[src/rtl/seven_seg_scan_ctrl_pkg.sv]
// Shared display definitions: segment width, bit order and the active-high hex font.
// Every font entry is stored as {g,f,e,d,c,b,a}.
package display_pkg;

    localparam int SEG_W = 7;

    localparam int SEG_A = 0;
    localparam int SEG_B = 1;
    localparam int SEG_C = 2;
    localparam int SEG_D = 3;
    localparam int SEG_E = 4;
    localparam int SEG_F = 5;
    localparam int SEG_G = 6;

    // Entry 15 comes first in the concatenation, so FONT_TABLE[n] is the glyph for n.
    localparam logic [15:0][SEG_W-1:0] FONT_TABLE = {
        7'h71, 7'h79, 7'h5E, 7'h39, 7'h7C, 7'h77, 7'h6F, 7'h7F,
        7'h07, 7'h7D, 7'h6D, 7'h66, 7'h4F, 7'h5B, 7'h06, 7'h3F
    };

    function automatic logic [SEG_W-1:0] font_lookup(input logic [3:0] nibble);
        return FONT_TABLE[nibble];
    endfunction

endpackage

[src/rtl/seven_seg_scan_ctrl_if.sv]
// Host write port of the scan controller.
// The host drives new hex data and decimal points together with a one-cycle write strobe.
interface seven_seg_scan_ctrl_if #(
    parameter int N_DIGITS = 8
);

    logic [4*N_DIGITS-1:0] DATA_IN;
    logic [N_DIGITS-1:0]   DP_IN;
    logic                  DATA_WE;

    modport master (output DATA_IN, output DP_IN, output DATA_WE);
    modport slave  (input  DATA_IN, input  DP_IN, input  DATA_WE);

endinterface

[src/rtl/seven_seg_scan_ctrl_hex_to_7seg.sv]
// Combinational hex-nibble to active-high segment decoder.
// Output polarity is applied by the caller.
module hex_to_7seg
    import display_pkg::*;
(
    input  logic [3:0]       nibble,
    output logic [SEG_W-1:0] seg
);

    logic [SEG_W-1:0] glyph;

    // Font glyphs are stored a..g from bit 0 upwards; route each one to its named segment position.
    always_comb begin
        glyph      = font_lookup(nibble);
        seg        = '0;
        seg[SEG_A] = glyph[0];
        seg[SEG_B] = glyph[1];
        seg[SEG_C] = glyph[2];
        seg[SEG_D] = glyph[3];
        seg[SEG_E] = glyph[4];
        seg[SEG_F] = glyph[5];
        seg[SEG_G] = glyph[6];
    end

endmodule

[src/rtl/seven_seg_scan_ctrl.sv]
// Time-multiplexed N-digit seven-segment driver with a double-buffered display register,
// leading-zero blanking, per-digit enables, decimal points and an anti-ghosting guard.
module seven_seg_scan_ctrl
    import display_pkg::*;
#(
    parameter int N_DIGITS   = 8,
    parameter int GUARD      = 4,
    parameter bit ACTIVE_LOW = 1'b1
) (
    input  logic                  CLK,
    input  logic                  RST,
    input  logic                  CE,
    seven_seg_scan_ctrl_if.slave  wr_bus,
    input  logic [N_DIGITS-1:0]   EN_MASK,
    input  logic                  LZB,
    output logic [N_DIGITS-1:0]   AN,
    output logic [SEG_W-1:0]      SEG,
    output logic                  DP,
    output logic                  FRAME_SYNC
);

    localparam int                   IDX_W      = $clog2(N_DIGITS);
    localparam logic [IDX_W-1:0]     LAST_IDX   = IDX_W'(N_DIGITS - 1);
    localparam logic [7:0]           GUARD_LOAD = 8'(GUARD);
    localparam logic [N_DIGITS-1:0]  AN_OFF     = {N_DIGITS{ACTIVE_LOW}};
    localparam logic [SEG_W-1:0]     SEG_OFF    = {SEG_W{ACTIVE_LOW}};
    localparam logic [N_DIGITS-1:0]  AN_ONE     = N_DIGITS'(1);

    logic [IDX_W-1:0]      idx;
    logic [7:0]            guard_cnt;
    logic                  pending;
    logic [4*N_DIGITS-1:0] shadow_data;
    logic [N_DIGITS-1:0]   shadow_dp;
    logic [4*N_DIGITS-1:0] disp_data;
    logic [N_DIGITS-1:0]   disp_dp;

    logic                  wrap;
    logic                  commit;
    logic [N_DIGITS-1:0]   lead_zero;
    logic [3:0]            cur_nib;
    logic                  cur_dp;
    logic                  blanked;
    logic                  digit_on;
    logic [N_DIGITS-1:0]   an_sel;
    logic [SEG_W-1:0]      font_seg;

    // A frame ends when the last digit is stepped past; only then may new data reach the display.
    always_comb begin
        wrap   = CE && (idx == LAST_IDX);
        commit = wrap && pending;
    end

    // Every CE advances the digit and re-arms the guard, including a CE that arrives mid-guard.
    always_ff @(posedge CLK or posedge RST) begin
        if (RST) begin
            idx       <= '0;
            guard_cnt <= '0;
        end else if (CE) begin
            idx       <= wrap ? '0 : idx + 1'b1;
            guard_cnt <= GUARD_LOAD;
        end else if (guard_cnt != 8'd0) begin
            guard_cnt <= guard_cnt - 8'd1;
        end
    end

    // The commit samples the pre-edge shadow, so a write on the commit edge is kept for the next frame.
    always_ff @(posedge CLK or posedge RST) begin
        if (RST) begin
            shadow_data <= '0;
            shadow_dp   <= '0;
            pending     <= 1'b0;
            disp_data   <= '0;
            disp_dp     <= '0;
            FRAME_SYNC  <= 1'b0;
        end else begin
            if (wr_bus.DATA_WE) begin
                shadow_data <= wr_bus.DATA_IN;
                shadow_dp   <= wr_bus.DP_IN;
            end
            if (commit) begin
                disp_data <= shadow_data;
                disp_dp   <= shadow_dp;
            end
            pending    <= wr_bus.DATA_WE | (pending & ~commit);
            FRAME_SYNC <= commit;
        end
    end

    // lead_zero[i] is set when every nibble from the top digit down to digit i is zero.
    always_comb begin
        logic run;
        run       = 1'b1;
        lead_zero = '0;
        for (int i = N_DIGITS - 1; i >= 0; i--) begin
            run          = run && (disp_data[4*i +: 4] == 4'h0);
            lead_zero[i] = run;
        end
    end

    always_comb begin
        cur_nib  = disp_data[int'(idx)*4 +: 4];
        cur_dp   = disp_dp[idx];
        blanked  = LZB && (idx != '0) && lead_zero[idx];
        digit_on = (guard_cnt == 8'd0) && EN_MASK[idx] && !blanked;
        an_sel   = digit_on ? (AN_ONE << idx) : '0;
    end

    hex_to_7seg u_font (
        .nibble (cur_nib),
        .seg    (font_seg)
    );

    // Pins are registered; XOR with the off pattern turns active-high values into the board polarity.
    always_ff @(posedge CLK or posedge RST) begin
        if (RST) begin
            AN  <= AN_OFF;
            SEG <= SEG_OFF;
            DP  <= ACTIVE_LOW;
        end else begin
            AN  <= an_sel ^ AN_OFF;
            SEG <= digit_on ? (font_seg ^ SEG_OFF) : SEG_OFF;
            DP  <= (digit_on && cur_dp) ^ ACTIVE_LOW;
        end
    end

endmodule

[src/flat_wrapper.sv]
// flat-port wrapper written by rule: the top's interface ports become plain ports
module seven_seg_scan_ctrl_flat import display_pkg::*;
#(
    parameter int N_DIGITS   = 8,
    parameter int GUARD      = 4,
    parameter bit ACTIVE_LOW = 1'b1
)
  (CLK, RST, CE, EN_MASK, LZB, AN, SEG, DP, FRAME_SYNC, wr_bus_DATA_IN, wr_bus_DP_IN, wr_bus_DATA_WE);
  seven_seg_scan_ctrl_if #(.N_DIGITS(N_DIGITS)) wr_bus_i ();
  input  logic CLK;
  input  logic RST;
  input  logic CE;
  input  logic [N_DIGITS-1:0] EN_MASK;
  input  logic LZB;
  output logic [N_DIGITS-1:0] AN;
  output logic [SEG_W-1:0] SEG;
  output logic DP;
  output logic FRAME_SYNC;
  input wire logic [$bits(wr_bus_i.DATA_IN)-1:0] wr_bus_DATA_IN;
  input wire logic [$bits(wr_bus_i.DP_IN)-1:0] wr_bus_DP_IN;
  input wire logic [$bits(wr_bus_i.DATA_WE)-1:0] wr_bus_DATA_WE;
  assign wr_bus_i.DATA_IN = wr_bus_DATA_IN;
  assign wr_bus_i.DP_IN = wr_bus_DP_IN;
  assign wr_bus_i.DATA_WE = wr_bus_DATA_WE;
  seven_seg_scan_ctrl #(.N_DIGITS(N_DIGITS), .GUARD(GUARD), .ACTIVE_LOW(ACTIVE_LOW)) u_core (.CLK(CLK), .RST(RST), .CE(CE), .wr_bus(wr_bus_i), .EN_MASK(EN_MASK), .LZB(LZB), .AN(AN), .SEG(SEG), .DP(DP), .FRAME_SYNC(FRAME_SYNC));
endmodule
[config.mk]
export PLATFORM = sky130hd
export DESIGN_NAME = seven_seg_scan_ctrl_flat
export DESIGN_NICKNAME = d
export VERILOG_FILES = /design/src/rtl/seven_seg_scan_ctrl_pkg.sv /design/src/rtl/seven_seg_scan_ctrl_if.sv /design/src/rtl/seven_seg_scan_ctrl_hex_to_7seg.sv /design/src/rtl/seven_seg_scan_ctrl.sv /design/src/flat_wrapper.sv
export SDC_FILE = /design/constraint.sdc
export NUM_CORES = 1
export LEC_CHECK = 0
export ABC_AREA = 1
export CAP_MARGIN = 20
export CELL_PAD_IN_SITES_DETAIL_PLACEMENT = 1
export CELL_PAD_IN_SITES_GLOBAL_PLACEMENT = 1
export CORE_ASPECT_RATIO = 0.7
export CORE_MARGIN = 2
export CORE_UTILIZATION = 38
export CTS_BUF_LIST = sky130_fd_sc_hd__clkbuf_8
export CTS_CLUSTER_DIAMETER = 150
export DETAILED_ROUTE_END_ITERATION = 10
export GPL_ROUTABILITY_DRIVEN = 0
export PLACE_DENSITY = 0.79
export SYNTH_ARGS = -nofsm -noshare
export SYNTH_HDL_FRONTEND = slang
export SYNTH_HIERARCHICAL = 1
export SYNTH_SLANG_ARGS = --single-unit
[constraint.sdc]
create_clock -name CLK -period 3.4 [get_ports CLK]
set_clock_uncertainty 0.05 [all_clocks]
set_input_delay 0.68 -clock CLK [delete_from_list [all_inputs] [get_ports CLK]]
set_output_delay 0.68 -clock CLK [all_outputs]
set_load 0.02 [all_outputs]
# Word level (Yosys, flattened, before mapping)
# Memories as Yosys holds them, arrays and structs flattened.
# Index checks and enable logic that the tools add are counted.
[word_totals] regBits=109 mem_bits_ro=112 input_bits=53 output_inout_bits=17 word_cells=64 memories=1
[memory_table] memory="(no name shown)" words=16 word_bits=7 read_ports=1 rd_clocked_by_memory_dff=0 write_ports=0 line="seven_seg_scan_ctrl_pkg.sv:22" rtl="return FONT_TABLE[nibble];"
[classes] add_sub_neg=2 order_cmp=2 eq_ne=1 shift=2 muxes=12 n_bitwise=6 reduce_logical=27
[ops] cell="logical NOT 4 bit" n=8
[ops] cell="variable part select 32 x 6 -> 4 bit" n=1
[ops] cell="2-to-1 mux 8 bit" n=3
[ops] cell="logical AND 1 bit" n=14
[ops] cell="2-to-1 mux 7 bit" n=2
[ops] cell="binary-select mux 1 bit (select 3 bit)" n=3
[ops] cell="logical NOT 8 bit" n=1
[ops] cell="inverter 8 bit" n=1
[ops] cell="nonzero test 8 bit" n=1
[ops] cell="left shift 1 x 3 -> 8 bit, first input constant" n=1
[ops] cell="subtractor 8 x 1 -> 8 bit, second input constant" n=1
[ops] cell="inverter 7 bit" n=1
[ops] cell="< comparator 4 x 5 -> 1 bit, second input constant" n=1
[ops] cell="< comparator 3 x 4 -> 1 bit, second input constant" n=1
[ops] cell="adder 3 x 1 -> 3 bit, second input constant" n=1
[ops] cell="== test 3 bit, second input constant" n=1
[ops] cell="2-to-1 mux 1 bit" n=3
[ops] cell="2-to-1 mux 3 bit" n=1
[ops] cell="nonzero test 3 bit" n=1
[ops] cell="inverter 1 bit" n=2
[ops] cell="nonzero test 2 bit" n=1
[ops] cell="AND 1 bit" n=1
[ops] cell="logical NOT 1 bit" n=1
[ops] cell="bitwise OR 1 bit" n=1

# Longest topological paths before layout
[logic_depth] word_depth=15 mapped_depth=15 ltp_nobuf=14

# By module
# The synthesis kept the hierarchy.
[by_module_without_submodules] module="seven_seg_scan_ctrl" instances=1 cells_per_inst=582 area_per_inst_um2=4873.4 seq_area_each_um2=2747.6
[by_module_without_submodules] module="hex_to_7seg" instances=1 cells_per_inst=52 area_per_inst_um2=270.3 seq_area_each_um2=0.0

# Least setup slack after synthesis
# Ideal clock, no wire load.
[synth_timing] path_kind="flip-flop to flip-flop" start="register u_core.idx[0]" end="register u_core.SEG[3]" setup_time_ns=0.083 t_arrival_ns=1.920 required_ns=3.267 setup_slack_ns=1.348 path_stages_with_launch=14 path_buffers=1 synth_period_minus_slack_ns=2.052 path_cell_list="dfrtp_1 > inv_1 > clkbuf_1 > nor2_1 > o21ai_0 > nand2_1 > nand2_1 > inv_1 > ha_1 > nand2_1 > o21ai_0 > nand2_1 > nand2_1 > nand3_1"
[synth_via] word_cells_on_any_way=15 cone_classes="shift: 1; mux: 6; bitwise: 1; reduce/logical: 6; memory: 1"
[synth_lines] item="start, declared" line="seven_seg_scan_ctrl.sv:29" rtl="logic [IDX_W-1:0] idx;"
[synth_lines] item="start signal, assigned" line="seven_seg_scan_ctrl.sv:59" rtl="idx <= wrap ? '0 : idx + 1'b1;"
[synth_lines] item="variable part select 32 x 6 -> 4 bit" line="seven_seg_scan_ctrl.sv:101" rtl="cur_nib = disp_data[int'(idx)*4 +: 4];"
[synth_lines] item="via u_core.cur_nib[1]" line="seven_seg_scan_ctrl.sv:40" rtl="logic [3:0] cur_nib;"
[synth_lines] item="memory (16 x 7 bit)"
[synth_lines] item="2-to-1 mux 7 bit (implied by the code)" line="seven_seg_scan_ctrl_pkg.sv:22"
[synth_lines] item="via u_core.font_seg[3]" line="seven_seg_scan_ctrl.sv:45" rtl="logic [SEG_W-1:0] font_seg;"
[synth_lines] item="inverter 7 bit (no line)"
[synth_lines] item="2-to-1 mux 7 bit" line="seven_seg_scan_ctrl.sv:121" rtl="SEG <= digit_on ? (font_seg ^ SEG_OFF) : SEG_OFF;"
[synth_lines] item="end signal, assigned" line="seven_seg_scan_ctrl.sv:121"
[synth_lines] item="end, declared" line="seven_seg_scan_ctrl.sv:17" rtl="output logic [SEG_W-1:0] SEG,"
# The timed path passes the listed nets, and every way through them passes these cells. The select of a mux whose other input is x is not followed.
# A chain may end at the register's enable or synchronous reset.

# Worst setup path in the final report
[layout_timing] start="register u_core.idx[1]" end="register u_core.disp_dp[7]"
[layout_via] elab_chain_cells=3
[layout_rtl] item="== test 3 bit" line="seven_seg_scan_ctrl.sv:49" rtl="wrap = CE && (idx == LAST_IDX);"
[layout_rtl] item="logical AND 1 bit" line="seven_seg_scan_ctrl.sv:49"
[layout_rtl] item="logical AND 1 bit" line="seven_seg_scan_ctrl.sv:50" rtl="commit = wrap && pending;"
[layout_rtl] item="end signal, assigned" line="seven_seg_scan_ctrl.sv:82" rtl="disp_dp <= shadow_dp;"
[layout_rtl] item="end, declared" line="seven_seg_scan_ctrl.sv:35" rtl="logic [N_DIGITS-1:0] disp_dp;"
# Every way passes these cells.

==> results.md <==
Power:
- For this design the static power due to leakage is 0.00299 uW.
- Of the total power, the share spent switching nets is 42.1%.
- The part of the total power dissipated in sequential elements is 43.0%.
- The worst-case IR drop observed on VDD is 280 uV.
- The net switching power figure is 1880 uW.
- The clock network is responsible for 15.6% of the overall power.
- The share of total power in combinational logic is 41.3%.
- The internal portion of the total power is 2580 uW.
- In this run the power density over the cells is 723 mW/mm2.

Floorplanning:
- The initialized floorplan defines 35 standard-cell rows.
- The die covers 0.0145 mm2.
- The die is 101 um tall.
- The placeable core area is 0.0132 mm2.
- The number of primary I/O pins is 70.
- The die is 143 um wide.
- The initial core utilization is 39.0%.

Global route:
- The total grt overflow is 0.
- Across every metal layer, demand over resource in global routing totals 18.3%.
- The first global-routing pass estimated 21100 um of wire.
- The via count of the first global-routing pass is 4369.
- The initial antenna violation count is 0.
- The pin count of the biggest net entering global routing is 83.

Yosys:
- In the post-synthesis netlist, the biggest area contributors are sky130_fd_sc_hd__dfrtp_1 (45%), sky130_fd_sc_hd__nand2_1 (17%), sky130_fd_sc_hd__dfstp_2 (8.2%), sky130_fd_sc_hd__o21ai_0 (6.3%), sky130_fd_sc_hd__inv_1 (4.2%).
- The share of the Yosys chip area taken by registers is 53.4%.
- The Yosys step of the flow raised 6 warnings.
- The number of flops mapped to enable cells by yosys is 0.
- Counting flops with an async set or reset pin after synthesis yields a share of 100%.
- The most instantiated library cell after synthesis is sky130_fd_sc_hd__nand2_1.
- The total nets after synthesis is 702.
- Synthesis handed over a netlist of 634 instances.
- After synthesis, the netlist uses 29 different library cells.
- In this run, synthesis produced a sequential element count of 109.
- After synthesis, the largest area contributor takes up 45.2% of total cell area.
- In the synthesized netlist the dominant register cell turns out to be sky130_fd_sc_hd__dfrtp_1.
- sky130_fd_sc_hd__dfrtp_1 takes more of the synthesized area than any other cell.
- By count the netlist is led by sky130_fd_sc_hd__nand2_1 (233), sky130_fd_sc_hd__dfrtp_1 (93), sky130_fd_sc_hd__o21ai_0 (65), sky130_fd_sc_hd__inv_1 (58), sky130_fd_sc_hd__nor2_1 (42).
- The synthesized cell area is 0.00514 mm2.
- After synthesis, the mean cell area works out to 8.11 um2.

Clock tree:
- TritonCTS created 9 clock buffers.
- The maximum level of the CTS H-tree is 3.
- The number of buffers added to fix hold violations after cts is 0.
- The longest clock path from root to sink contains 2 buffers.
- The clock tree from TritonCTS is done.
- The clock insertion delay at the later pin of the skew report is 370 ps.
- The clock transition at the registers of the reported paths is 100 ps.
- The count of cells resized by post-cts repair is 0.
- The buffer type at the clock tree root is sky130_fd_sc_hd__clkbuf_8.
- The clock sink count is 109.
- The number of buffers inserted to repair setup after CTS is 0.

Setup path:
- The worst endpoint data arrival time is 2940 ps.
- The critical path is of the flop to flop type.
- For the worst setup path, the data required time is 3590 ps.
- STA classifies the critical path startpoint as a flop.
- The worst setup path is captured at a flop.
- The startpoint identified for the worst register-to-register timing path is u_core/idx[1].
- The minimum setup slack among reg-to-reg paths is 650 ps.
- The length in cells of the worst reg-to-reg path is 7.
- Of all nets on the critical path, the largest fanout is 26.
- In this run the critical register-to-register path is captured at u_core/disp_dp[7].

Timing:
- Final hold analysis gives a worst-case slack of 431 ps.
- The worst slew margin relative to its limit is 41.5%.
- The smallest clock period supported by the final layout is computed as 2750 ps.
- Setup repair after global routing left no endpoint under its margin.
- The number of failing setup endpoints in the final timing report is 0.
- The setup TNS is 0 ps.
- The number of hold violations in the final report came to 0.
- Of the available clock period, the critical path in the final layout requires 80.8%.
- Derived from the worst setup path, the maximum achievable clock frequency is 364 MHz.
- At the pin with the least slew margin, the transition time is 874 ps.
- The number of slew-limit violations in the final report is 0.

Detailed routing:
- After detailed routing, the number of vias per cell comes to 4.80.
- After detailed routing, the number of remaining DRC violations is 0.
- The remaining antenna violation count is 0.
- The routed layout has 4223 vias.
- The aggregate routed wire length is 12700 um.
- In the final routed layout, each cell accounts on average for 14.4 um.
- The iteration-0 DRC count of the detailed router is 172.
- The first detailed-routing pass ran for 4 iterations.

Finish:
- The repair_antennas step left the layout with diodes totalling 0.
- The final-layout fill cell count is 1592.
- In the final layout, the share of cells above drive strength 1 is 7.91%.
- Once layout is done, the placed cells without fillers occupy 0.00616 mm2.
- The net count of the finished layout is 759.
- From synthesis to final layout, the design area changed by 19.7%.

Hold path:
- The end point of the most critical hold path is u_core/shadow_data[18].
- The hold-critical path depth is 2.
- The startpoint identified for the worst hold timing path is u_core/shadow_data[18].
- The class of the worst hold path is flop to flop.

Placed design:
- Summed over all nets, the half-perimeter wirelength after detailed placement is 9290 um.
- After detailed placement, the total cell area comes to 0.00596 mm2.
- During placement, the flow inserted port buffers numbering 69.

Run status:
- The flow ran to the end, and the final reports show no timing, DRC or antenna violations.

Flow run:
- The max-cap check violation count is 0.
==> how the worst max path moves through the flow <==
stage	from	end	slack, ps	cells after the start
5_1_grt	u_core/idx[1]	u_core/disp_dp[7]	360	7
2_1_floorplan	u_core/idx[0]	u_core/SEG[3]	1350	13
3_5_place_dp	CE	u_core/disp_dp[7]	670	6
4_1_cts	u_core/idx[1]	u_core/disp_data[11]	650	7
6_report	u_core/idx[1]	u_core/disp_dp[7]	650	7
3_3_place_gp	CE	u_core/disp_data[9]	820	6
==> final cells by class <==
| cell class | count | area (um2) | area share (%) |
|---|---|---|---|
| multi-input combinational | 434 | 2000 | 32.5 |
| inverter | 62 | 239 | 3.88 |
| sequential | 109 | 2750 | 44.6 |
| timing repair buffer | 75 | 768 | 12.5 |
| tap | 185 | 231 | 3.76 |
| clock inverter | 5 | 28.8 | 0.467 |
| clock buffer | 10 | 138 | 2.24 |
==> sequential cells by signal (all words and copies together), names as in the netlist <==
name and count:
u_core/SEG 7, u_core/shadow_dp 8, u_core/shadow_data 32, u_core/guard_cnt 8, u_core/disp_data 32, u_core/AN 8, u_core/idx 3, u_core/FRAME_SYNC 1
u_core/pending 1, u_core/DP 1, u_core/disp_dp 8
==> power by group through the flow <==
stage	clock, uW	sequential, uW	combinational (uW)
after global placement	0	1920	1710
final	696	1920	1840
after CTS	726	1920	1840
after detailed placement	0	1940	1830
after floorplan	0	1840	1360
after global routing	774	1960	2130
==> layout by cell type, fill, tap and decap left out, types with 2 or more instances in the layout <==
cell / n
sky130_fd_sc_hd__o21ai_1: 5
sky130_fd_sc_hd__a21oi_1: 17
sky130_fd_sc_hd__a31oi_1: 2
sky130_fd_sc_hd__nor2_4: 3
sky130_fd_sc_hd__o211ai_1: 4
sky130_fd_sc_hd__o21ai_0: 65
sky130_fd_sc_hd__buf_4: 4
sky130_fd_sc_hd__nand2_1: 233
sky130_fd_sc_hd__dfrtp_1: 93
sky130_fd_sc_hd__ha_1: 15
sky130_fd_sc_hd__nand2_2: 4
sky130_fd_sc_hd__nor4_1: 2
sky130_fd_sc_hd__inv_2: 3
sky130_fd_sc_hd__dfstp_2: 16
sky130_fd_sc_hd__inv_1: 58
sky130_fd_sc_hd__nor2_2: 2
sky130_fd_sc_hd__nand3_1: 33
sky130_fd_sc_hd__nor2_1: 41
sky130_fd_sc_hd__clkinv_2: 2
sky130_fd_sc_hd__o21ai_2: 2
sky130_fd_sc_hd__clkbuf_8: 10
sky130_fd_sc_hd__clkinvlp_4: 3
sky130_fd_sc_hd__clkdlybuf4s50_1: 69
==> through the flow <==
| stage | worst slack [ps] | util, % | power, uW | instances |
|---|---|---|---|---|
| 6_report | 652 | 46.7 | 4450 | 880 |
| 3_5_place_dp | 670 | 45.2 | 3770 | 864 |
| 5_1_grt | 361 | 46.7 | 4860 | 880 |
| 3_3_place_gp | 816 | 45.2 | 3630 | 864 |
| 2_1_floorplan | 1350 | - | 3210 | 634 |
| 4_1_cts | 653 | 46.5 | 4480 | 879 |
==> routing by layer <==
| metal | GRT usage [%] | wire, um |
|---|---|---|
| met5 | 0 | 0 |
| met4 | 4.11 | 80 |
| met3 | 3.50 | 454 |
| met2 | 31.7 | 6130 |
| met1 | 24.1 | 6020 |
==> cell families (layout without fill, tap and decap cells) <==
logic type | after synthesis | count (layout) | synth area share [%]
adders and majority gates | 15 | 15 | 3.65
buffers and inverters | 91 | 152 | 7.78
AOI/OAI and AO/OA | 97 | 97 | 9.90
and+or+nand+nor | 322 | 322 | 25.2
DFF | 109 | 109 | 53.4
==> critical path, stage by stage (launching register included) <==
cell and delay (ps):
sky130_fd_sc_hd__dfrtp_1 900, sky130_fd_sc_hd__ha_1 320, sky130_fd_sc_hd__ha_1 200, sky130_fd_sc_hd__nand2_1 130, sky130_fd_sc_hd__nor2_4 440, sky130_fd_sc_hd__inv_2 330, sky130_fd_sc_hd__nand2_1 140, sky130_fd_sc_hd__o21ai_0 100
Power figures use the tool's default switching activity.
